--- src/rtl/ecc_pkg.sv ---
// Shared types and helpers for the ECC nonce sampler.
// State encoding and width helper used by the sampler and its tests.
package ecc_pkg;

  localparam int WID_D = 256;

  typedef enum logic [2:0] {
    IDLE,
    MASK,
    SAMPLE,
    CHECK,
    DONE
  } state_t;

  function automatic int clog2(input int v);
    int r;
    r = 0;
    while ((1 << r) < v) r++;
    return r;
  endfunction

endpackage

--- src/rtl/lv_msbmask.sv ---
// Ones-mask covering every bit up to the highest set bit of the input.
// Zero input yields an all-zero mask.
module lv_msbmask #(
  parameter int WID = 256
) (
  input  logic [WID-1:0] value,
  output logic [WID-1:0] mask
);

  for (genvar i = 0; i < WID; i++) begin : g_bit
    assign mask[i] = |value[WID-1:i];
  end

endmodule

--- src/rtl/ecc_nonce_sampler.sv ---
// Rejection sampler producing a nonce k with 0 < k < n from a random word.
// Candidates are masked to the bit length of n; attempts are bounded.
module ecc_nonce_sampler
  import ecc_pkg::*;
#(
  parameter int WID    = WID_D,
  parameter int MAXTRY = 16,
  parameter int STRIDE = 8,
  parameter int TW     = clog2(MAXTRY + 1)
) (
  input  logic           clk,
  input  logic           rst,
  input  logic [WID-1:0] randvl,
  input  logic [WID-1:0] ordn,
  input  logic           req_vld,
  output logic           req_rdy,
  output logic           out_vld,
  input  logic           out_rdy,
  output logic [WID-1:0] nonce,
  output logic           err,
  output logic [TW-1:0]  ntries
);

  localparam int GW = clog2(STRIDE + 1);

  state_t         state, state_n;
  logic [WID-1:0] order_r, order_n;
  logic [WID-1:0] mask_r, mask_n;
  logic [WID-1:0] mask_w;
  logic [WID-1:0] cand, cand_n;
  logic [WID-1:0] nonce_n;
  logic [TW-1:0]  tries, tries_n;
  logic [TW-1:0]  ntries_n;
  logic [GW-1:0]  gapcnt, gap_n;
  logic           err_n;

  lv_msbmask #(.WID(WID)) u_mask (
    .value (order_r),
    .mask  (mask_w)
  );

  always_ff @(posedge clk or negedge rst) begin
    if (!rst) begin
      state   <= IDLE;
      order_r <= '0;
      mask_r  <= '0;
      cand    <= '0;
      tries   <= '0;
      gapcnt  <= '0;
      nonce   <= '0;
      err     <= 1'b0;
      ntries  <= '0;
    end else begin
      state   <= state_n;
      order_r <= order_n;
      mask_r  <= mask_n;
      cand    <= cand_n;
      tries   <= tries_n;
      gapcnt  <= gap_n;
      nonce   <= nonce_n;
      err     <= err_n;
      ntries  <= ntries_n;
    end
  end

  always_comb begin
    state_n  = state;
    order_n  = order_r;
    mask_n   = mask_r;
    cand_n   = cand;
    tries_n  = tries;
    gap_n    = gapcnt;
    nonce_n  = nonce;
    err_n    = err;
    ntries_n = ntries;
    req_rdy  = 1'b0;
    out_vld  = 1'b0;
    unique case (state)
      IDLE: begin
        req_rdy = 1'b1;
        if (req_vld) begin
          order_n = ordn;
          tries_n = '0;
          state_n = MASK;
        end
      end
      MASK: begin
        mask_n = mask_w;
        // n < 2 leaves no legal nonce at all
        if (order_r[WID-1:1] == '0) begin
          nonce_n  = '0;
          err_n    = 1'b1;
          ntries_n = '0;
          state_n  = DONE;
        end else begin
          gap_n   = '0;
          state_n = SAMPLE;
        end
      end
      SAMPLE: begin
        if (gapcnt == GW'(STRIDE - 1)) begin
          cand_n  = randvl & mask_r;
          tries_n = tries + TW'(1);
          state_n = CHECK;
        end else begin
          gap_n = gapcnt + GW'(1);
        end
      end
      CHECK: begin
        if (cand != '0 && cand < order_r) begin
          nonce_n  = cand;
          err_n    = 1'b0;
          ntries_n = tries;
          state_n  = DONE;
        end else if (tries == TW'(MAXTRY)) begin
          nonce_n  = '0;
          err_n    = 1'b1;
          ntries_n = tries;
          state_n  = DONE;
        end else begin
          gap_n   = '0;
          state_n = SAMPLE;
        end
      end
      DONE: begin
        out_vld = 1'b1;
        if (out_rdy) state_n = IDLE;
      end
      default: state_n = IDLE;
    endcase
  end

endmodule

--- config.mk ---
export PLATFORM = sky130hd
export DESIGN_NAME = ecc_nonce_sampler
export DESIGN_NICKNAME = d
export VERILOG_FILES = /design/src/rtl/ecc_pkg.sv /design/src/rtl/lv_msbmask.sv /design/src/rtl/ecc_nonce_sampler.sv
export SDC_FILE = /design/constraint.sdc
export NUM_CORES = 2
export LEC_CHECK = 0
export CAP_MARGIN = 5
export CORE_UTILIZATION = 30
export CTS_CLUSTER_DIAMETER = 30
export DETAILED_ROUTE_END_ITERATION = 12
export GPL_TIMING_DRIVEN = 0
export HOLD_SLACK_MARGIN = 0.12
export PLACE_DENSITY = 0.59
export SLEW_MARGIN = 20
export SYNTH_ARGS = -nofsm -noshare
export SYNTH_HDL_FRONTEND = slang
export SYNTH_HIERARCHICAL = 1
export SYNTH_SLANG_ARGS = --single-unit
--- constraint.sdc ---
create_clock -name clk -period 8.5 [get_ports clk]
set_input_delay 1.7 -clock clk [delete_from_list [all_inputs] [get_ports clk]]
set_output_delay 1.7 -clock clk [all_outputs]
set_load 0.1 [all_outputs]
==> results.ini <==
[drt]
routed_wl_mm = 244.8
firstDrtPassIters = 6
vias = 48896
final_antenna_net_count = 0
post_drt_via_cell_ratio = 5.399
drc = 0
wl_per_cell_um = 27.03
first_iter_violations = 5291

[global_route]
grt_max_degree = 147
grt_overflow = 0
grtUsageTotal_pct = 28.46
grt_pass1_wl_mm = 346.8
antenna_found_initial = 17
grt_pass1_vias = 49129

[sta]
whs_ns = 0.4707
hold_violations = 0
rsz0062_at_grt = false
slew_viol_final = 0
period_minus_slack_ns = 6.082
fin_setup_tns_ns = 0
finalSetupViolCount = 0
worst_slew_pin_slew_ns = 1.188
fin_ws_ns = 2.418
relSlewSlack_pct = 20.58
fin_skew_ns = 0.06773
fin_crit_sh_pct = 71.56
fmax_mhz = 164.4

[synthesis]
avgSynthCellArea_sq_um = 8.941
synth_area_sq_mm = 0.05015
ys.flop_type = dfrtp_1
synth_top_area_cell = dfrtp_1
synth_nets = 6383
synth.most_common_cell = nand2_1
synth_common_cells = 1736 x nand2_1, 1042 x dfrtp_1, 565 x o21ai_0
synthCells = 5609
async_reset_ff_share_pct = 100.0
synthDistinctLibCells = 73
yosys-top-cells-area = dfrtp_1 52%, nand2_1 13%, ha_1 6.4%
yosysWarnings = 6
ys_seq_area_share_pct = 52.00
ys_seq_elements = 1042
synth_edf_count = 0
synth_top_cell_area_share_pct = 52.00

[final_layout]
syn2layout_area_growth_pct = 39.54
drive_gt1_share_pct = 8.499
fin_nets = 7422
final_util_pct = 42.32

[floorplanning]
initial_utilization_pct = 30.33
coreArea_sq_mm = 0.1654
dieArea_sq_mm = 0.1688
die_w_um = 410.9
chipHeight_um = 410.9
rows = 149
io_pins = 780

[setup_path]
worstPathMaxFanout = 10
worst_path_largest_cell_delay_ns = 0.82
critPathCaptureType = flop
path_buf_inv = 3
crit_family = compound AO/OA/AOI/OAI gates
crit_slowest_cell = a211oi_4
reg2reg_from = order_r[87]
r2r_cells = 13
cp.arrival_ns = 6.85
path_common_cell = buf_2
reg2reg_to = nonce[252]
worstSetupPathType = flop to flop
worstPathRequired_ns = 9.27
crit_chain = inv_1, ha_1, nand2_1, nor4_1, nand4_1, a2111oi_0, a211oi_1, o21ai_1, a31oi_1, a211oi_4, buf_2, buf_2, a22o_1
cp-start-kind = flop
r2r_slack_ns = 2.42

[clock_tree]
cts_sinks = 1042
clockBufferDepth = 3
cts.repair.resized = 0
cts-htree-levels = 4
cts_setup_buffers = 0
cts-hold-fix-buffers = 0
path_clk_slew_ns = 0.05
cts_buffers = 241
clock_latency_ns = 0.89
cts_tree = built
clock-root-buffer = clkbuf_16

[placed_design]
dp_worst_setup_slack_ns = 2.318
port_buffers = 779
place_congestion = 0.9645
dpl.hpwl_mm = 194.3

[min_path]
hp-class = flop to flop
min_to = mask_r[3]
hold_start = mask_r[3]
hold-path-cell-count = 2

[power_and_ir_drop]
p_per_area_mw_per_mm2 = 491.4
irDropWorstVdd_v = 0.0004043
leakage_nw = 31.00

[flow_run]
maxCapViolCount = 0

[outcome]
status = finished clean

==> power breakdown <==
part	total [W]	internal [W]	switching, W
Clock	0.00991	0.00664	0.00326
Sequential	0.0107	0.00741	0.00333
Combinational	0.0137	0.00417	0.00957
Total	0.0344	0.0182	0.0162
==> sequential cells by signal (all words and copies together), names as in the netlist <==
signal	flops
cand	256
gapcnt	4
state	3
ntries	5
nonce	256
order_r	256
tries	5
mask_r	256
err	1
==> metrics by stage <==
| step | std cells | total power (W) | cell area (sq um) |
|---|---|---|---|
| finish | 9057 | 0.03438 | 69970 |
| global route | 9051 | 0.03602 | 69960 |
| CTS | 9049 | 0.03431 | 69950 |
| detailed placement | 8594 | 0.02426 | 61120 |
| global placement | 8577 | 0.02400 | 60680 |
| floorplan | 5609 | 0.01887 | 50150 |
==> tightest hold or removal path: stages (launching register included) <==
cell,delay [ns]
dfrtp_1,0.33
nand2_1,0.05
nand2_1,0.05
==> routing by layer <==
| layer | GRT usage [%] | part of all wire (%) |
|---|---|---|
| met1 | 36.97 | 41 |
| met2 | 45.20 | 46 |
| met3 | 6.426 | 8.3 |
| met4 | 12.51 | 4.5 |
| met5 | 0 | 0.042 |
==> cells in the final DEF, fill, tap and decap left out, drive strengths merged, types with 11 or more instances in the layout <==
| cell type | n |
|---|---|
| nand3b | 18 |
| or3 | 53 |
| nand2 | 1736 |
| clkbuf | 484 |
| clkinv | 68 |
| nand3 | 110 |
| dfrtp | 1042 |
| and3 | 14 |
| clkinvlp | 25 |
| buf | 74 |
| bufinv | 37 |
| a22o | 258 |
| a211oi | 11 |
| a21oi | 104 |
| nand2b | 20 |
| inv | 331 |
| nor2 | 178 |
| nand4 | 142 |
| nor3 | 117 |
| o21ai | 566 |
| nor4 | 248 |
| or4 | 38 |
| or2 | 30 |
| a21o | 16 |
| clkdlybuf4s50 | 775 |
| ha | 258 |
==> worst max path at each step <==
stage                 startpoint          to  slack, ns  cells past startpoint
finish               order_r[87]  nonce[252]       2.42                     13
CTS                  order_r[87]  nonce[252]       2.22                     13
global route         order_r[87]    nonce[9]       2.09                     13
global placement             rst   nonce[67]     -41.89                      1
detailed placement  order_r[252]   mask_r[1]       2.32                     10
floorplan               state[2]     out_vld       3.98                      2
==> cell type report <==
class | instances | area [sq um]
Antenna cell | 8 | 20.02
Buffer | 239 | 982.2
Clock buffer | 298 | 6565
Clock inverter | 157 | 2262
Fill cell | 16100 | 95390
Inverter | 304 | 1141
Multi-Input combinational cell | 4024 | 22100
Sequential cell | 1042 | 26080
Tap cell | 2189 | 2739
Timing Repair Buffer | 796 | 8089
==> logic make-up after synthesis <==
group / count (synthesis) / share of synthesized area, %
and+or+nand+nor: 2757 / 24.80
DFF: 1042 / 52.00
AOI/OAI and AO/OA: 999 / 12.36
buffers and inverters: 543 / 4.212
adders and majority gates: 258 / 6.437
muxes: 7 / 0.1447
xor gates and xnor gates: 3 / 0.05240
Power figures use the tool's default switching activity.
